[src/rtl/cfg_loader_pkg.sv]
// Shared definitions for the configuration frame loader.
//   state_t : loader FSM states
//   END_CMD : header byte that locks all configuration
//   IDX_W   : width of the target index field in a header byte
package cfg_loader_pkg;

  typedef enum logic [2:0] {
    ST_IDLE    = 3'd0,
    ST_PAYLOAD = 3'd1,
    ST_DISCARD = 3'd2,
    ST_COMMIT  = 3'd3,
    ST_LOCKED  = 3'd4
  } state_t;

  localparam logic [7:0] END_CMD = 8'hFF;
  localparam int         IDX_W   = 7;

endpackage

[src/rtl/cfg_byte_assembler.sv]
// Collects payload bytes of one frame into a shadow word, LSB byte first.
// Ports:
//   i_clk, i_rst  : clock, asynchronous active-high reset
//   i_take        : a payload byte is consumed this cycle (counts the byte)
//   i_store       : write the consumed byte into the shadow word
//   i_byte        : payload byte
//   o_shadow      : assembled word
//   o_last_byte   : the next consumed byte is the last one of the frame
module cfg_byte_assembler #(
  parameter int CFG_W = 16
) (
  input  logic             i_clk,
  input  logic             i_rst,
  input  logic             i_take,
  input  logic             i_store,
  input  logic [7:0]       i_byte,
  output logic [CFG_W-1:0] o_shadow,
  output logic             o_last_byte
);

  localparam int BYTES = CFG_W / 8;
  localparam int CNT_W = $clog2(BYTES) + 1;

  logic [CNT_W-1:0] r_cnt;
  logic [7:0]       r_shadow [BYTES];

  assign o_last_byte = (r_cnt == CNT_W'(BYTES - 1));

  // Counter wraps to 0 after the last byte, so every frame starts at byte 0
  // without an explicit clear from the controller.
  always_ff @(posedge i_clk or posedge i_rst) begin
    if (i_rst) begin
      r_cnt <= '0;
    end else if (i_take) begin
      r_cnt <= o_last_byte ? '0 : r_cnt + 1'b1;
    end
  end

  for (genvar gi = 0; gi < BYTES; gi++) begin : g_byte
    always_ff @(posedge i_clk or posedge i_rst) begin
      if (i_rst) begin
        r_shadow[gi] <= '0;
      end else if (i_take && i_store && (r_cnt == CNT_W'(gi))) begin
        r_shadow[gi] <= i_byte;
      end
    end
    assign o_shadow[gi*8 +: 8] = r_shadow[gi];
  end

endmodule

[src/rtl/cfg_frame_loader.sv]
// Consumes a byte stream of addressed config frames and drives the config
// word of each child cell slot. A slot is updated atomically one cycle after
// its last payload byte; an END header locks all configuration until reset.
// Ports:
//   i_clk, i_rst   : clock, asynchronous active-high reset
//   i_din          : stream byte
//   i_din_valid    : i_din valid
//   o_din_ready    : loader accepts i_din this cycle
//   o_cfg          : slot t at [t*CFG_W +: CFG_W]
//   o_cfg_locked   : END command received
//   o_busy         : frame in progress
//   o_err          : sticky, a header addressed a bad/reserved slot
module cfg_frame_loader
  import cfg_loader_pkg::*;
#(
  parameter int N_TARGETS = 5,
  parameter int CFG_W     = 16
) (
  input  logic                       i_clk,
  input  logic                       i_rst,
  input  logic [7:0]                 i_din,
  input  logic                       i_din_valid,
  output logic                       o_din_ready,
  output logic [N_TARGETS*CFG_W-1:0] o_cfg,
  output logic                       o_cfg_locked,
  output logic                       o_busy,
  output logic                       o_err
);

  state_t           r_state;
  state_t           w_state_next;
  logic [IDX_W-1:0] r_tgt;
  logic             r_err;
  logic [CFG_W-1:0] r_slot [N_TARGETS];

  logic             w_take;
  logic             w_hdr_ok;
  logic             w_asm_take;
  logic             w_asm_store;
  logic             w_last_byte;
  logic [CFG_W-1:0] w_shadow;

  assign o_din_ready  = (r_state != ST_COMMIT) && (r_state != ST_LOCKED);
  assign o_busy       = (r_state == ST_PAYLOAD) || (r_state == ST_DISCARD) ||
                        (r_state == ST_COMMIT);
  assign o_cfg_locked = (r_state == ST_LOCKED);
  assign o_err        = r_err;

  assign w_take = i_din_valid && o_din_ready;
  // Bit 7 set is reserved (0xFF is handled before this check), so only
  // plain indices below N_TARGETS address a real slot.
  assign w_hdr_ok = !i_din[7] && ({1'b0, i_din[IDX_W-1:0]} < 8'(N_TARGETS));

  always_comb begin
    w_state_next = r_state;
    w_asm_take   = 1'b0;
    w_asm_store  = 1'b0;
    case (r_state)
      ST_IDLE: begin
        if (w_take) begin
          if (i_din == END_CMD) w_state_next = ST_LOCKED;
          else if (w_hdr_ok)    w_state_next = ST_PAYLOAD;
          else                  w_state_next = ST_DISCARD;
        end
      end
      ST_PAYLOAD: begin
        if (w_take) begin
          w_asm_take  = 1'b1;
          w_asm_store = 1'b1;
          if (w_last_byte) w_state_next = ST_COMMIT;
        end
      end
      ST_DISCARD: begin
        if (w_take) begin
          w_asm_take = 1'b1;
          if (w_last_byte) w_state_next = ST_IDLE;
        end
      end
      ST_COMMIT: w_state_next = ST_IDLE;
      ST_LOCKED: w_state_next = ST_LOCKED;
      default:   w_state_next = ST_IDLE;
    endcase
  end

  always_ff @(posedge i_clk or posedge i_rst) begin
    if (i_rst) begin
      r_state <= ST_IDLE;
      r_tgt   <= '0;
      r_err   <= 1'b0;
    end else begin
      r_state <= w_state_next;
      if ((r_state == ST_IDLE) && w_take) begin
        if (w_hdr_ok) r_tgt <= i_din[IDX_W-1:0];
        else if (i_din != END_CMD) r_err <= 1'b1;
      end
    end
  end

  cfg_byte_assembler #(.CFG_W(CFG_W)) u_asm (
    .i_clk       (i_clk),
    .i_rst       (i_rst),
    .i_take      (w_asm_take),
    .i_store     (w_asm_store),
    .i_byte      (i_din),
    .o_shadow    (w_shadow),
    .o_last_byte (w_last_byte)
  );

  // Slots only change in COMMIT, when the shadow word is complete.
  for (genvar gi = 0; gi < N_TARGETS; gi++) begin : g_slot
    always_ff @(posedge i_clk or posedge i_rst) begin
      if (i_rst) begin
        r_slot[gi] <= '0;
      end else if ((r_state == ST_COMMIT) && (r_tgt == IDX_W'(gi))) begin
        r_slot[gi] <= w_shadow;
      end
    end
    assign o_cfg[gi*CFG_W +: CFG_W] = r_slot[gi];
  end

endmodule
[config.mk]
export PLATFORM = sky130hd
export DESIGN_NAME = cfg_frame_loader
export DESIGN_NICKNAME = d
export VERILOG_FILES = /design/src/rtl/cfg_loader_pkg.sv /design/src/rtl/cfg_byte_assembler.sv /design/src/rtl/cfg_frame_loader.sv
export SDC_FILE = /design/constraint.sdc
export NUM_CORES = 1
export LEC_CHECK = 0
export CORE_ASPECT_RATIO = 1.2
export CORE_MARGIN = 1.5
export CORE_UTILIZATION = 30
export DETAILED_ROUTE_END_ITERATION = 10
export HOLD_SLACK_MARGIN = 0.05
export PLACE_DENSITY = 0.57
export SLEW_MARGIN = 10
export SYNTH_ARGS = -nofsm -noshare
export SYNTH_HDL_FRONTEND = slang
export SYNTH_HIERARCHICAL = 1
export SYNTH_SLANG_ARGS = --single-unit
[constraint.sdc]
create_clock -name i_clk -period 3.47 [get_ports i_clk]
set_input_delay 0.694 -clock i_clk [delete_from_list [all_inputs] [get_ports i_clk]]
set_output_delay 0.694 -clock i_clk [all_outputs]
set_load 0.05 [all_outputs]
==> results.py <==
metrics = {
    "outcome": {
        "status": "completed",
    },
    "setup_path": {
        "cp_top_family": "buffers and inverters",
        "cp_slowest_cell": "clkdlybuf4s50_1",
        "cp_cell_sequence": "nor2_1 -> and2_1 -> nor2_1 -> clkdlybuf4s50_1",
        "critical_path_class": "reg2out",
        "crit_buf_inv": 1,
        "worst_ep_arrival_time_ns": 2.08,
        "r2r_cells": 3,
        "cp-start-kind": "flop",
        "worst-path-stages": 4,
        "cp-end-kind": "primary output",
        "crit_required_ns": 2.78,
        "critPathMaxFanout": 11,
        "crit_top_cell": "nor2_1",
        "cpPeakStageDelay_ns": 0.81,
    },
    "logic_synthesis": {
        "syn_nets": 278,
        "synthTopCellsByArea": "dfrtp_1, mux2_2, mux2_4",
        "mappedNetlistArea_um2": 4328,
        "yosysUniqueCellTypes": 34,
        "muxShareOfSynthArea_pct": 26.45,
        "syn_area_per_cell_um2": 16.21,
        "synth_top_area_share_pct": 63.02,
        "async_reset_ff_share_pct": 100.0,
        "ys.flop_type": "dfrtp_1",
        "synthSimpleGateAreaFrac_pct": 7.054,
        "yosysSeqAreaShare_pct": 63.02,
        "synth_compound_area_share_pct": 1.301,
        "synth_cells": 267,
        "ys_seq_elements": 109,
        "synth_top_family_by_area": "multiplexers",
        "synth_xor_area_share_pct": 0.4047,
        "yosysWarnings": 6,
        "synth_top_area_cell": "dfrtp_1",
        "synth_fa_ha_area_share_pct": 0,
        "synth-edff-count": 0,
    },
    "drt": {
        "vias": 2555,
        "drc": 0,
        "ant_nets": 0,
        "vias_per_cell": 4.731,
        "drt_wl_total_mm": 9.633,
        "first_pass_iters": 4,
        "drt_iter0_markers": 90,
        "avgRoutedWirePerCell_um": 17.84,
    },
    "layout": {
        "antenna_cells": 0,
        "fin_nets": 376,
        "drive_above_1_share_pct": 34.42,
        "syn2layout_area_growth_pct": 32.55,
        "fill_cells": 1297,
    },
    "clock_network": {
        "hold_buffers": 0,
        "clk_path_buf_depth": 2,
        "clock_latency_ns": 0.34,
        "clock-sinks": 109,
        "cts_made_buffers": 9,
        "h-tree-depth": 3,
        "cts_root_buf": "clkbuf_16",
        "cts.repair.resized": 0,
        "cts_tree": "built",
        "post_cts_buffers": 0,
        "clk_pin_slew_worst_paths_ns": 0.07,
    },
    "power_and_ir_drop": {
        "p_total_w": 0.002508,
        "p_sw_share_pct": 22.86,
        "p_seq_share_pct": 53.0,
        "clkPwrFrac_pct": 40.3,
        "p_switching_w": 0.0005734,
        "pwr-share-comb_pct": 6.7,
        "vdd_drop_max_uv": 257.7,
        "p_int_w": 0.001935,
        "power_leakage_nw": 2.760,
        "power_density_nw_per_um2": 437.2,
    },
    "flow_run": {
        "maxCapViolations": 0,
    },
    "floorplan": {
        "placementRows": 47,
        "die_h_um": 134.6,
        "die_area_um2": 15160,
        "ioPinCount": 95,
        "start_util_pct": 31.05,
        "die_w_um": 112.6,
        "core-area_um2": 13940,
    },
    "timing": {
        "final.period_utilization_pct": 79.83,
        "final.setup.tns_ns": 0,
        "hold_viol_final": 0,
        "worst_slew_pin_slew_ns": 0.7811,
        "rsz0062_at_grt": "no",
        "skew_ns": 0.008256,
        "post-route-min-period_ns": 2.770,
        "setup_viol": 0,
        "maxSlewHeadroom_pct": 47.74,
        "timing.fmax_ghz": 0.3610,
        "slew_violations": 0,
    },
    "placement": {
        "gp_congestion": 0.7462,
        "numPortBuffers": 94,
        "dp_hpwl_mm": 6.849,
    },
    "grt": {
        "antenna_found_initial": 0,
        "grt_max_degree": 58,
        "grt_pass1_vias": 2807,
        "gr-total-overflow": 0,
        "track_usage_pct": 13.29,
        "grt_pass1_wl_mm": 15.44,
    },
    "min_path": {
        "min_delay_path_depth": 2,
        "hold_path_class": "reg2reg",
    },
}
final cells by class:
| type | count | area [um^2] | share of cell area (%) |
|---|---|---|---|
| repair buffers | 97 | 963.4 | 16.79 |
| multi-input cells | 144 | 1524 | 26.56 |
| clock inverters | 4 | 48.80 | 0.8506 |
| flip-flops and latches | 109 | 2728 | 47.55 |
| inverters | 4 | 16.27 | 0.2835 |
| well taps | 171 | 214.0 | 3.730 |
| clock buffers | 11 | 242.7 | 4.231 |
cell usage in the layout (no fill, tap or decap), types with 2 or more instances in the layout:
master	n
and2b_1	2
buf_4	3
clkbuf_16	9
clkdlybuf4s50_1	94
clkinv_2	3
dfrtp_1	109
inv_1	3
mux2_2	91
mux2_4	8
nand4_1	2
nand4b_2	3
nor2_1	7
nor2b_1	3
nor3_1	3
nor4_1	2
nor4_4	2
o21a_1	3
worst reg2reg max path, stage by stage, from the launching register on:
cell      delay (ns)
dfrtp_1         0.41
nor4_4          0.46
nand4b_2        0.70
mux2_2          0.53
metrics by stage:
step / util, % / hold slack [ns] / cell area [um^2] / cells / worst slack (ns)
floorplan: - / 0.5007 / 4328 / 267 / 0.4124
global placement: 39.07 / 0.4702 / 5445 / 525 / 0.7024
detailed placement: 39.07 / 0.4703 / 5445 / 525 / 0.6410
CTS: 41.16 / 0.4863 / 5737 / 540 / 0.6844
global route: 41.16 / 0.4971 / 5737 / 540 / 0.5790
finish: 41.16 / 0.4743 / 5737 / 540 / 0.6998
layer usage:
metal	vias up	share of wire, %	GRT usage [%]	routed length, um
li1	1169	-	-	-
met1	1318	45	17.03	4349
met2	62	50	22.66	4837
met3	6	3.8	2.738	369
met4	0	0.79	4.079	76
met5	-	0	0	0
Yosys cell counts (2+ instances only):
library cell / instances
o21a_1: 3
nand4b_2: 3
nand4_1: 2
mux2_4: 8
nor3_1: 3
and2b_1: 2
buf_4: 2
nor4_4: 2
nor2_1: 7
mux2_2: 91
nor4_1: 2
nor2b_1: 3
dfrtp_1: 109
buf_2: 7
inv_1: 4
flip-flops by register name, summed over array words and instances, names as in the netlist:
register and flops:
r_tgt 7, u_asm/o_shadow 16, u_asm/r_cnt 2, r_state 3, o_err 1, o_cfg 80
power groups by stage:
stage | combinational (W) | clock [W] | sequential, W
finish | 0.000168 | 0.00101 | 0.00133
global route | 0.000183 | 0.00110 | 0.00133
CTS | 0.000171 | 0.00105 | 0.00133
detailed placement | 0.000170 | 0 | 0.00135
global placement | 0.000166 | 0 | 0.00135
floorplan | 0.000132 | 0 | 0.00133
worst paths after layout:
path	startpoint	end	slack, ns
hold / removal	o_err	o_err	0.47
hold reg to reg	o_err	o_err	0.47
max in group asynchronous	i_rst	o_cfg[50]	2.05
min in group asynchronous	i_rst	u_asm/r_cnt[1]	0.83
setup reg to reg	r_tgt[3]	o_cfg[22]	1.25
setup / recovery	r_state[1]	o_din_ready	0.70
cells by family after synthesis:
kind of cell    Yosys count
simple gates             36
flops                   109
mux                      99
buf+inv                  14
xor+xnor                  2
compound gates            7
No activity file was read; power rests on OpenSTA's default activity.
